### src/rtl/ft245_pkg.sv
// Shared constants and state encoding for the FT245 synchronous transmit stage.
// Optional build macro used by the top: FT245_SEND_IMMEDIATE_EN.
package ft245_pkg;

   localparam int unsigned FT245_BYTE_W      = 8;
   localparam int unsigned FT245_DEF_DEPTH   = 16;
   localparam int unsigned FT245_DEF_SI_IDLE = 64;

   typedef logic [1:0] ft245_state_t;

   localparam ft245_state_t ST_IDLE  = 2'd0;
   localparam ft245_state_t ST_SEND  = 2'd1;
   localparam ft245_state_t ST_STALL = 2'd2;
   localparam ft245_state_t ST_FLUSH = 2'd3;

   // The state is not stored; it is decoded from the output register, TXE# and the SIWU pulse.
   function automatic ft245_state_t ft245_state(input logic wr_n, input logic full,
                                                input logic flush);
      ft245_state_t st;
      if (flush)     st = ST_FLUSH;
      else if (wr_n) st = ST_IDLE;
      else if (full) st = ST_STALL;
      else           st = ST_SEND;
      return st;
   endfunction

endpackage

### src/rtl/ft245_byte_fifo.sv
// Byte FIFO with registered storage and a combinational head; pointers wrap modulo DEPTH.
module ft245_byte_fifo
   import ft245_pkg::*;
#(
   parameter int unsigned DEPTH = FT245_DEF_DEPTH
) (
   input  logic                     clk,
   input  logic                     rst,
   input  logic                     push,
   input  logic [FT245_BYTE_W-1:0]  push_data,
   input  logic                     pop,
   output logic [FT245_BYTE_W-1:0]  head,
   output logic [$clog2(DEPTH):0]   level,
   output logic                     empty,
   output logic                     full
);

   localparam int unsigned PTR_W = $clog2(DEPTH);
   localparam int unsigned LVL_W = PTR_W + 1;

   logic [FT245_BYTE_W-1:0] mem [DEPTH];
   logic [PTR_W-1:0]        wr_ptr;
   logic [PTR_W-1:0]        rd_ptr;
   logic [LVL_W-1:0]        count;
   logic                    do_push;
   logic                    do_pop;

   assign do_push = push && !full;
   assign do_pop  = pop && !empty;

   always_ff @(posedge clk) begin
      if (do_push) mem[wr_ptr] <= push_data;
   end

   always_ff @(posedge clk or posedge rst) begin
      if (rst) begin
         wr_ptr <= '0;
         rd_ptr <= '0;
         count  <= '0;
      end else begin
         if (do_push) wr_ptr <= wr_ptr + 1'b1;
         if (do_pop)  rd_ptr <= rd_ptr + 1'b1;
         case ({do_push, do_pop})
            2'b10:   count <= count + 1'b1;
            2'b01:   count <= count - 1'b1;
            default: count <= count;
         endcase
      end
   end

   assign head  = mem[rd_ptr];
   assign level = count;
   assign empty = (count == '0);
   assign full  = (count == LVL_W'(DEPTH));

endmodule

### src/rtl/ft245_sync_tx.sv
// FT245 synchronous-FIFO transmit stage: upstream valid/ready into a byte FIFO, then WR#/D[7:0].
// Define FT245_SEND_IMMEDIATE_EN to add the idle-triggered SIWU# flush pulse.
module ft245_sync_tx
   import ft245_pkg::*;
#(
   parameter int unsigned FIFO_DEPTH     = FT245_DEF_DEPTH,
   parameter int unsigned SI_IDLE_CYCLES = FT245_DEF_SI_IDLE
) (
   input  logic                         clock_60mhz,
   input  logic                         reset,
   input  logic [FT245_BYTE_W-1:0]      in_data,
   input  logic                         in_valid,
   output logic                         in_ready,
   output logic [$clog2(FIFO_DEPTH):0]  level,
   output logic [FT245_BYTE_W-1:0]      data,
   input  logic                         tx_full,
   output logic                         write_n,
   output logic                         read_n,
   output logic                         output_enable_n,
   output logic                         send_immediately_n,
   output logic                         tx_active_led_n
);

   logic                    fifo_empty;
   logic                    fifo_full;
   logic                    push;
   logic                    load;
   logic                    flush_q;
   logic [FT245_BYTE_W-1:0] head;
   ft245_state_t            state;

   assign in_ready = !fifo_full;
   assign push     = in_valid && in_ready;
   assign state    = ft245_state(write_n, tx_full, flush_q);

   // The output register only reloads when nothing is presented or the presented byte is accepted.
   always_comb begin
      load = 1'b0;
      case (state)
         ST_IDLE, ST_SEND: load = !fifo_empty;
         default:          load = 1'b0;
      endcase
   end

   ft245_byte_fifo #(
      .DEPTH (FIFO_DEPTH)
   ) u_fifo (
      .clk       (clock_60mhz),
      .rst       (reset),
      .push      (push),
      .push_data (in_data),
      .pop       (load),
      .head      (head),
      .level     (level),
      .empty     (fifo_empty),
      .full      (fifo_full)
   );

   always_ff @(posedge clock_60mhz or posedge reset) begin
      if (reset) begin
         data    <= '0;
         write_n <= 1'b1;
      end else begin
         case (state)
            ST_IDLE, ST_SEND: begin
               if (load) begin
                  data    <= head;
                  write_n <= 1'b0;
               end else begin
                  write_n <= 1'b1;
               end
            end
            default: begin
               data    <= data;
               write_n <= write_n;
            end
         endcase
      end
   end

`ifdef FT245_SEND_IMMEDIATE_EN
   localparam int unsigned CNT_W = (SI_IDLE_CYCLES > 1) ? $clog2(SI_IDLE_CYCLES) : 1;

   logic             armed_q;
   logic [CNT_W-1:0] idle_cnt;

   // Armed by any accepted byte; fires after SI_IDLE_CYCLES idle-and-empty cycles, then disarms.
   always_ff @(posedge clock_60mhz or posedge reset) begin
      if (reset) begin
         flush_q  <= 1'b0;
         armed_q  <= 1'b0;
         idle_cnt <= '0;
      end else begin
         flush_q <= 1'b0;
         if (state == ST_SEND) armed_q <= 1'b1;
         if (flush_q) begin
            idle_cnt <= '0;
         end else if (armed_q && (state == ST_IDLE) && fifo_empty) begin
            if (idle_cnt == CNT_W'(SI_IDLE_CYCLES - 1)) begin
               flush_q  <= 1'b1;
               armed_q  <= 1'b0;
               idle_cnt <= '0;
            end else begin
               idle_cnt <= idle_cnt + 1'b1;
            end
         end else begin
            idle_cnt <= '0;
         end
      end
   end

   assign send_immediately_n = !flush_q;
`else
   assign flush_q            = 1'b0;
   assign send_immediately_n = 1'b1;
`endif

   assign read_n          = 1'b1;
   assign output_enable_n = 1'b1;
   assign tx_active_led_n = write_n;

endmodule

### config.mk
export PLATFORM = sky130hd
export DESIGN_NAME = ft245_sync_tx
export DESIGN_NICKNAME = d
export VERILOG_FILES = /design/src/rtl/ft245_pkg.sv /design/src/rtl/ft245_byte_fifo.sv /design/src/rtl/ft245_sync_tx.sv
export SDC_FILE = /design/constraint.sdc
export NUM_CORES = 1
export LEC_CHECK = 0
export BUFFER_PORTS_ARGS = -buffer_cell sky130_fd_sc_hd__buf_2
export CAP_MARGIN = 20
export CORE_MARGIN = 4
export CORE_UTILIZATION = 65
export DETAILED_ROUTE_END_ITERATION = 10
export GPL_TIMING_DRIVEN = 0
export PLACE_DENSITY_LB_ADDON = 0.12
export REMOVE_ABC_BUFFERS = 1
export SLEW_MARGIN = 25
export SYNTH_ARGS = -nofsm -noshare
export SYNTH_HDL_FRONTEND = slang
export SYNTH_SLANG_ARGS = --single-unit
### constraint.sdc
create_clock -name clock_60mhz -period 3.8 [get_ports clock_60mhz]
set_input_delay 0.38 -clock clock_60mhz [delete_from_list [all_inputs] [get_ports clock_60mhz]]
set_output_delay 0.38 -clock clock_60mhz [all_outputs]
set_load 0.02 [all_outputs]
Yosys cells after proc, flatten, opt, wreduce, memory -nomap -nowiden --
Memories as Yosys holds them, arrays and structs flattened. A register that Yosys moved wholly into a read port is not among the register bits. Cells that the tools add are included.
Operators by class: add/sub/neg operators 4, multiply operators 0, divide/modulo/power cells 0, order comparisons 0, eq/ne operators 4, shift operators 0, mux-type cells 7, bitwise logic cells 0, reduce and logical (&&, ||, !) cells 10
Operator list (number):
- case mux 5 bit (2 select lines) | 1
- adder 4 x 1 -> 4 bit, second input constant | 2
- adder 5 x 1 -> 5 bit, second input constant | 1
- equality test 5 bit, second input constant | 1
- zero test 5 bit | 1
- subtractor 5 x 1 -> 5 bit, second input constant | 1
- equality test 2 x 1 -> 1 bit, second input constant | 2
- two-way mux 1 bit | 4
- two-way mux 2 bit | 2
- logical AND 1 bit | 3
- equality test 2 bit, second input constant | 1
- zero test 1 bit | 2
- zero test 2 bit | 1
- AND reduction 2 bit | 1
- nonzero test 2 bit | 1
- OR reduction 2 bit | 1
Storage, ports and cells: register bits 14, bits in latches 0, RAM bits 128, memory bits (read-only) 0, input port bits 12, output and inout port bits 19, memories kept 1
Memories:
- u_fifo.mem | words 16, bits a word 8, read ports 1, clocked after memory_dff 1, wr ports 1, line ft245_byte_fifo.sv:21 | logic [FT245_BYTE_W-1:0] mem [DEPTH];

Logic depth before layout (Yosys ltp) --
Gate-level depths: netlist of run 1.
depth in word-level cells 8, depth in mapped cells 13, mapped depth without buffers 10

Modules after synthesis --
A second synthesis of run 1 with hierarchy kept.
Unflattened totals: cell total of the unflattened synthesis 361, area, all modules 6188.4 um2
Modules (own cells, without submodules):
- ft245_byte_fifo | times used 1, cells each 333, area an instance 5796.8 um2, sequential area each 4169.0 um2
- ft245_sync_tx | times used 1, cells each 28, area an instance 391.6 um2, sequential area each 226.5 um2

Least setup slack after synthesis of run 1 --
Ideal clock, no wire load.
path type register to register, from register u_fifo.count[1], in the netlist u_fifo.level[1], to register u_fifo.count[4], in the netlist u_fifo.level[4], setup time 132 ps, arrival time 2618 ps, required time 3668 ps, slack 1050 ps, cell stages (with the launch flop) 14, path buffers 3, cell sequence dfrtp_1 buf_2 nor4_2 a21o_1 buf_2 inv_2 ha_1 clkbuf_1 xor2_1 ha_1 o21a_1 o21ai_0 a32oi_1 xnor2_1
On the way: word-level cells in the longest chain between the ends 6, elaborated cells on any way between the ends 14, classes of those cells add/sub: 2; eq/ne: 3; mux: 2; reduce/logical: 7
Ends and longest elaborated chain:
- start, declared | line ft245_byte_fifo.sv:24 | logic [LVL_W-1:0] count;
- start signal, assigned | line ft245_byte_fifo.sv:44 | 2'b10: count <= count + 1'b1;
- start signal, assigned | line ft245_byte_fifo.sv:45 | 2'b01: count <= count - 1'b1;
- start signal, assigned | line ft245_byte_fifo.sv:46 | default: count <= count;
- zero test 5 bit * | line ft245_byte_fifo.sv:53 | assign empty = (count == '0);
- zero test 1 bit * | line ft245_byte_fifo.sv:29, ft245_sync_tx.sv:40
- two-way mux 1 bit | line ft245_sync_tx.sv:39 | case (state)
- logical AND 1 bit * | line ft245_byte_fifo.sv:29 | assign do_pop = pop && !empty;
- named net u_fifo.do_pop | line ft245_byte_fifo.sv:26 | logic do_pop;
- equality test 2 x 1 -> 1 bit / equality test 2 bit (equally long branches) | line ft245_byte_fifo.sv:43 | case ({do_push, do_pop})
- case mux 5 bit (2 select lines) / nonzero test 2 bit (equally long branches)
Mark *: on every way through the listed nets, which the timed path passes. The rest lies on a longest branch. A chain may end at the register's enable or synchronous reset.

Final worst setup path of run 1 --
Ends and elaborated chain as after synthesis.

==> flow_metrics.env, run 1 <==
export IMPL_avgSynthCellArea_sq_um=18.6
export IMPL_drv_slew=0
export IMPL_worstSetupEndpointType="flip-flop"
export IMPL_crit_type="reg2reg"
export IMPL_finalHoldViolations=0
export IMPL_synth_area_sq_um=6160
export IMPL_rsz0062_at_grt="no"
export IMPL_vias=3003
export IMPL_gp_congestion=0.755
export IMPL_cp_max_fo=19
export IMPL_wl_per_cell_um=22.0
export IMPL_die_w_um=105
export IMPL_post_cts_resized=0
export IMPL_place_area_sq_um=6330
export IMPL_max_slew_margin=0.388
export IMPL_antenna_cells=0
export IMPL_dp_hpwl_mm=6.37
export IMPL_hold_path_depth=3
export IMPL_synthCells=331
export IMPL_hp_class="in2reg"
export IMPL_grt_use_total=0.216
export IMPL_drtIter0Drc=186
export IMPL_cts_sinks=150
export IMPL_setup_viol=0
export IMPL_fmax_ghz=0.319
export IMPL_drtPass1Iterations=4
export IMPL_place_port_buffers=27
export IMPL_clk_pin_slew_ns=0.06
export IMPL_overflow=0
export IMPL_drtAntennaViolNets=0
export IMPL_r2r_cells=10
export IMPL_worstMarginPinSlew_ns=0.914
export IMPL_timing_rr_end="u_fifo.level[4]$_DFFE_PP0P_"
export IMPL_root_buffer="clkbuf_8"
export IMPL_ys_flop_type="edfxtp_1"
export IMPL_grt_max_degree=36
export IMPL_crit_arrival_ns=3.53
export IMPL_ys_warn_count=0
export IMPL_core_area_sq_um=9240
export IMPL_fillers=519
export IMPL_die_h_um=105
export IMPL_start_util=0.666
export IMPL_clock_latency_ns=0.52
export IMPL_synth_edf_count=128
export IMPL_drc_errors=0
export IMPL_final_min_clock_period_ns=3.13
export IMPL_ios=31
export IMPL_startpoint_type="flip-flop"
export IMPL_hold_end="tx_active_led_n$_DFFE_PP1N_"
export IMPL_r2r_start="u_fifo.level[1]$_DFFE_PP0P_"
export IMPL_rows=35
export IMPL_drt_vias_per_instance=6.04
export IMPL_grt_pass1_wl_mm=17.5
export IMPL_cts_tree="built"
export IMPL_netlist_cell_type_count=39
export IMPL_seq_area_sq_um=4400
export IMPL_final_common_cell="edfxtp_1"
export IMPL_final_core_util=0.745
export IMPL_reg2reg_slack_ns=0.67
export IMPL_power_density_nw_per_um2=758
export IMPL_final_cell_mix="edfxtp_1 (128), buf_2 (27), mux4_2 (24), dfrtp_1 (18)"
export IMPL_multi_input_area_sq_um=1610
export IMPL_drive_gt1_frac=0.255
export IMPL_worstHoldStart="tx_full"
export IMPL_leakage_uw=0.00242
export IMPL_finalSetupTns_ns=0
export IMPL_cap_violations=0
export IMPL_synth_seq_area_share=0.714
export IMPL_ys_async_sr_fraction=0.147
export IMPL_nets=376
export IMPL_critPathRequiredTime_ns=4.19
export IMPL_stdcell_area_sq_um=6890
export IMPL_cts_buffers=17
export IMPL_cts_buffer_depth=2
export IMPL_wirelength_mm=10.9
export IMPL_syn_to_final_growth_pct=11.8
export IMPL_outcome="finished clean"
export IMPL_antenna_found_initial=0
export IMPL_min_period_over_period=0.825
export IMPL_grt_pass1_vias=3076
export IMPL_die_area_sq_um=11100
export IMPL_ir_worst_vdd_mv=0.423
export IMPL_fin_skew_ns=0.0125
export IMPL_h_tree_depth=4
export IMPL_ys_ff_latch=150
-- sequential cells by signal (all words and copies together), names as in the netlist --
register,flops
u_fifo.wr_ptr,4
u_fifo.level,5
u_fifo.mem,128
tx_active_led_n,1
data,8
u_fifo.rd_ptr,4
-- worst max-delay path by stage --
stage                                 start                          end  slack [ns]  cells after the start
2_1_floorplan   u_fifo.level[1]$_DFFE_PP0P_  u_fifo.level[4]$_DFFE_PP0P_        1.01                     10
3_3_place_gp   u_fifo.rd_ptr[0]$_DFFE_PP0P_          data[6]$_DFFE_PP0P_        0.45                      4
3_5_place_dp    u_fifo.level[1]$_DFFE_PP0P_  u_fifo.level[4]$_DFFE_PP0P_        0.67                     10
4_1_cts         u_fifo.level[1]$_DFFE_PP0P_  u_fifo.level[4]$_DFFE_PP0P_        0.66                     10
5_1_grt         u_fifo.level[1]$_DFFE_PP0P_  u_fifo.level[4]$_DFFE_PP0P_        0.40                     10
6_report        u_fifo.level[1]$_DFFE_PP0P_  u_fifo.level[4]$_DFFE_PP0P_        0.67                     10
-- stage by stage --
stage | instances | hold slack [ns] | setup WS (ns) | power [uW]
2_1_floorplan | 308 | 0.368 | 1.01 | 3310
3_3_place_gp | 464 | 0.485 | 0.452 | 3690
3_5_place_dp | 464 | 0.501 | 0.672 | 3720
4_1_cts | 496 | 0.0887 | 0.658 | 5260
5_1_grt | 497 | 0.188 | 0.403 | 5480
6_report | 497 | 0.164 | 0.665 | 5220
-- power by group --
part           switching [uW]  internal, uW  total, uW
registers                 424          2050       2470
logic                     558           663       1220
clock network             651           872       1520
-- logic make-up after synthesis --
group                    count (synthesis)  share of synthesized area
other                                    1                   0.000609
buffers and inverters                   31                     0.0297
AND/OR/NAND/NOR                         51                     0.0414
XOR/XNOR                                12                     0.0171
flip-flops                             150                      0.714
multiplexers                            41                      0.137
AO/OA/AOI/OAI                           36                     0.0425
adder cells (fa/ha/maj)                  9                     0.0183
-- per-layer routing --
layer	part of all wire	vias up	GRT usage
met5	0	-	0
met4	0.017	0	0.0740
met3	0.070	17	0.0594
met2	0.50	101	0.341
met1	0.41	1538	0.295
li1	-	1347	-
-- timing repair --
item / in CTS / in global routing
hold buffers: 0 / 1
hold endpoints to repair: 0 / 21
buffers inserted: 0 / 0
-- critical path, stage by stage, from the launching register on --
cell and delay, ns:
dfrtp_1 0.47, nor4_2 0.41, a21o_1 0.60, inv_2 0.14, ha_1 0.34, xor2_1 0.18
ha_1 0.23, o21a_1 0.17, o21ai_0 0.16, a32oi_1 0.14, xnor2_1 0.15
-- final cells by class --
class / instances / share of cell area
multi-input combinational: 152 / 0.233
sequential: 150 / 0.639
clock inverter: 14 / 0.0191
inverter: 6 / 0.00327
tap: 129 / 0.0234
timing repair buffer: 28 / 0.0211
clock buffer: 18 / 0.0607
-- Yosys cell counts, types with 2 or more instances --
master,n,area (sq um)
a211o_1,8,70.1
edfxtp_1,128,3840
o21ai_0,3,15.0
nand2b_1,3,18.8
clkbuf_1,5,18.8
nor2_1,16,60.1
buf_1,3,11.3
nand2_1,12,45.0
a21o_1,2,15.0
mux4_1,8,210
nor3b_1,2,15.0
buf_6,2,22.5
xnor2_1,8,70.1
xor2_1,4,35.0
nand4_1,2,12.5
mux4_2,24,541
dfrtp_1,21,526
buf_4,6,45.0
a22o_1,8,70.1
mux2i_1,8,80.1
ha_1,9,113
a21oi_1,10,50.1
buf_2,7,35.0
inv_1,5,18.8
nor2b_1,10,62.6
nor3_1,4,20.0
Power figures use the tool's default switching activity.
==> run 2: changes to the inputs <==
- CORE_UTILIZATION: 65 -> 55
- clock period: 3.8 -> 2.6 ns (I/O delays scaled with it)
==> run 2 against run 1 <==
  * Register-to-register slack worse by 0.46 ns
  * Clock-buffer cell count is 1 lower
  * Global-route usage is 2.8 points lower
  * Worst hold slack worse by 0.059 ns
  * Largest power group unchanged
  * Non-clock buffer count is 5 higher
  * Flip-flop and latch count stayed put
  * First-iteration DRC count is 4.8% higher
  * Die area is 17% higher
==> flow_metrics.env, run 2 (same netlist as run 1, synthesis figures left out) <==
export IMPL_die_w_um=114
export IMPL_cts_sinks=150
export IMPL_regMostFlops="u_fifo.mem"
export IMPL_power_density_nw_per_um2=1150
export IMPL_hp_class="in2reg"
export IMPL_final_cell_mix="edfxtp_1 (128), buf_2 (27), mux4_2 (24)"
export IMPL_rows=38
export IMPL_core_area_sq_um=10900
export IMPL_p_seq_frac=0.448
export IMPL_drt_vias_per_instance=5.78
export IMPL_critical_path_top_delay_family="compound AO/OA/AOI/OAI gates"
export IMPL_h_tree_depth=4
export IMPL_final_common_cell="edfxtp_1"
export IMPL_ios=31
export IMPL_wl_per_cell_um=21.2
export IMPL_max_slew_margin=0.386
export IMPL_largest_register_ffs=128
export IMPL_die_area_sq_um=13000
export IMPL_drv_slew=0
export IMPL_clk_pin_slew_ns=0.06
export IMPL_finalSetupTns_ns=0
export IMPL_p_int_uw=5730
export IMPL_p_clk_frac=0.329
export IMPL_path_cells="nor4_4 -> buf_4 -> a21o_4 -> inv_2 -> ha_4 -> xor2_1 -> ha_1 -> o21a_1 -> o21ai_0 -> a32oi_1 -> xnor2_1"
export IMPL_drc_errors=0
export IMPL_crit_arrival_ns=2.80
export IMPL_setup_viol=0
export IMPL_grt_pass1_wl_mm=17.5
export IMPL_worstSetupEndpointType="flip-flop"
export IMPL_finalHoldViolations=0
export IMPL_power_switching_uw=2370
export IMPL_fmax_ghz=0.418
export IMPL_place_port_buffers=27
export IMPL_antenna_found_initial=0
export IMPL_clock_latency_ns=0.53
export IMPL_cts_buffer_depth=2
export IMPL_drive_gt1_frac=0.273
export IMPL_startpoint_type="flip-flop"
export IMPL_drtPass1Iterations=6
export IMPL_antenna_cells=0
export IMPL_cap_violations=0
export IMPL_cts_buffers=17
export IMPL_final_min_clock_period_ns=2.39
export IMPL_syn_to_final_growth_pct=14.9
export IMPL_drtAntennaViolNets=0
export IMPL_critPathRequiredTime_ns=3.01
export IMPL_critPathMaxStageDelay_ns=0.46
export IMPL_min_period_over_period=0.921
export IMPL_fin_skew_ns=0.00789
export IMPL_ir_worst_vdd_mv=0.748
export IMPL_gp_congestion=0.786
export IMPL_overflow=0
export IMPL_root_buffer="clkbuf_8"
export IMPL_grt_use_total=0.188
export IMPL_power_uw=8110
export IMPL_cp_max_fo=8
export IMPL_leakage_uw=0.00250
export IMPL_rsz0062_at_grt="no"
export IMPL_path_buf_inv=2
export IMPL_grt_pass1_vias=3135
export IMPL_drtIter0Drc=195
export IMPL_dp_hpwl_mm=6.58
export IMPL_die_h_um=114
export IMPL_crit_path_top_delay_cell="dfrtp_1"
export IMPL_p_sw_frac=0.293
export IMPL_fillers=747
export IMPL_vias=2966
export IMPL_wirelength_mm=10.9
export IMPL_pwr_share_comb=0.223
export IMPL_cts_tree="built"
export IMPL_nets=381
export IMPL_crit_type="reg2reg"
export IMPL_worstMarginPinSlew_ns=0.918
export IMPL_outcome="finished clean"
export IMPL_start_util=0.566
export IMPL_grt_max_degree=36
[run 2: cell count changes in the layout (fill, tap and decap cells not counted), sizes merged]
cell | before | now
buf | 27 | 32
clkbuf | 18 | 17
clkinvlp | 3 | 1
bufinv | 1 | 6
clkinv | 9 | 7
[run 2: what timing repair did]
| action | 4_1_cts | 5_1_grt |
|---|---|---|
| hold buffers | 1 | 0 |
| pin swaps | 1 | 2 |
| hold endpoints to repair | 21 | 0 |
| buffers inserted | 1 | 4 |
| gates resized for setup | 5 | 4 |
| setup endpoints to repair | 100 | 44 |
[run 2: layout make-up]
type | instances | area (sq um) | area share
clock buffer | 17 | 414 | 0.0585
clock inverter | 15 | 231 | 0.0327
inverter | 6 | 22.5 | 0.00318
multi-input combinational | 152 | 1650 | 0.233
sequential | 150 | 4400 | 0.622
tap | 140 | 175 | 0.0247
timing repair buffer | 33 | 183 | 0.0258
[run 2: routing by layer]
layer	part of all wire	global-route usage	vias up
met1	0.43	0.245	1528
met5	0	0	-
met3	0.046	0.0605	16
met2	0.51	0.300	65
met4	0.014	0.0705	0
li1	-	-	1357
[run 2: power by group through the flow]
stage	sequential [uW]	combinational (uW)	clock, uW
2_1_floorplan	3580	1260	0
3_3_place_gp	3640	1790	0
3_5_place_dp	3680	1790	0
4_1_cts	3640	1820	2710
5_1_grt	3720	1980	2820
6_report	3630	1810	2670
[run 2: final timing paths]
| path | start | to | slack [ns] | cells past startpoint |
|---|---|---|---|---|
| max in group asynchronous | reset | u_fifo.rd_ptr[0]$_DFFE_PP0P_ | 1.48 | 3 |
| min in group asynchronous | reset | data[3]$_DFFE_PP0P_ | 0.47 | 3 |
| setup / recovery | u_fifo.level[0]$_DFFE_PP0P_ | u_fifo.level[4]$_DFFE_PP0P_ | 0.21 | 11 |
| hold reg to reg | data[0]$_DFFE_PP0P_ | data[0]$_DFFE_PP0P_ | 0.50 | 1 |
| setup reg to reg | u_fifo.level[0]$_DFFE_PP0P_ | u_fifo.level[4]$_DFFE_PP0P_ | 0.21 | 11 |
| hold / removal | tx_full | tx_active_led_n$_DFFE_PP1N_ | 0.10 | 3 |
[run 2: worst register-to-register path, cell delays in order (launching register included)]
cell and delay (ns):
dfrtp_1 0.46, nor4_4 0.29, buf_4 0.18, a21o_4 0.12, inv_2 0.06, ha_4 0.19, xor2_1 0.15, ha_1 0.22
o21a_1 0.17, o21ai_0 0.15, a32oi_1 0.14, xnor2_1 0.14
[run 2: per-stage QoR]
step / worst slack [ns] / util / hold WS [ns] / instances / cell area, sq um
floorplan: -0.188 / - / 0.248 / 308 / 6010
global placement: -0.820 / 0.580 / 0.486 / 475 / 6320
detailed placement: -0.543 / 0.583 / 0.494 / 475 / 6340
CTS: 0.0270 / 0.645 / 0.0814 / 509 / 7030
global route: 0.0223 / 0.650 / 0.102 / 513 / 7080
finish: 0.206 / 0.650 / 0.105 / 513 / 7080
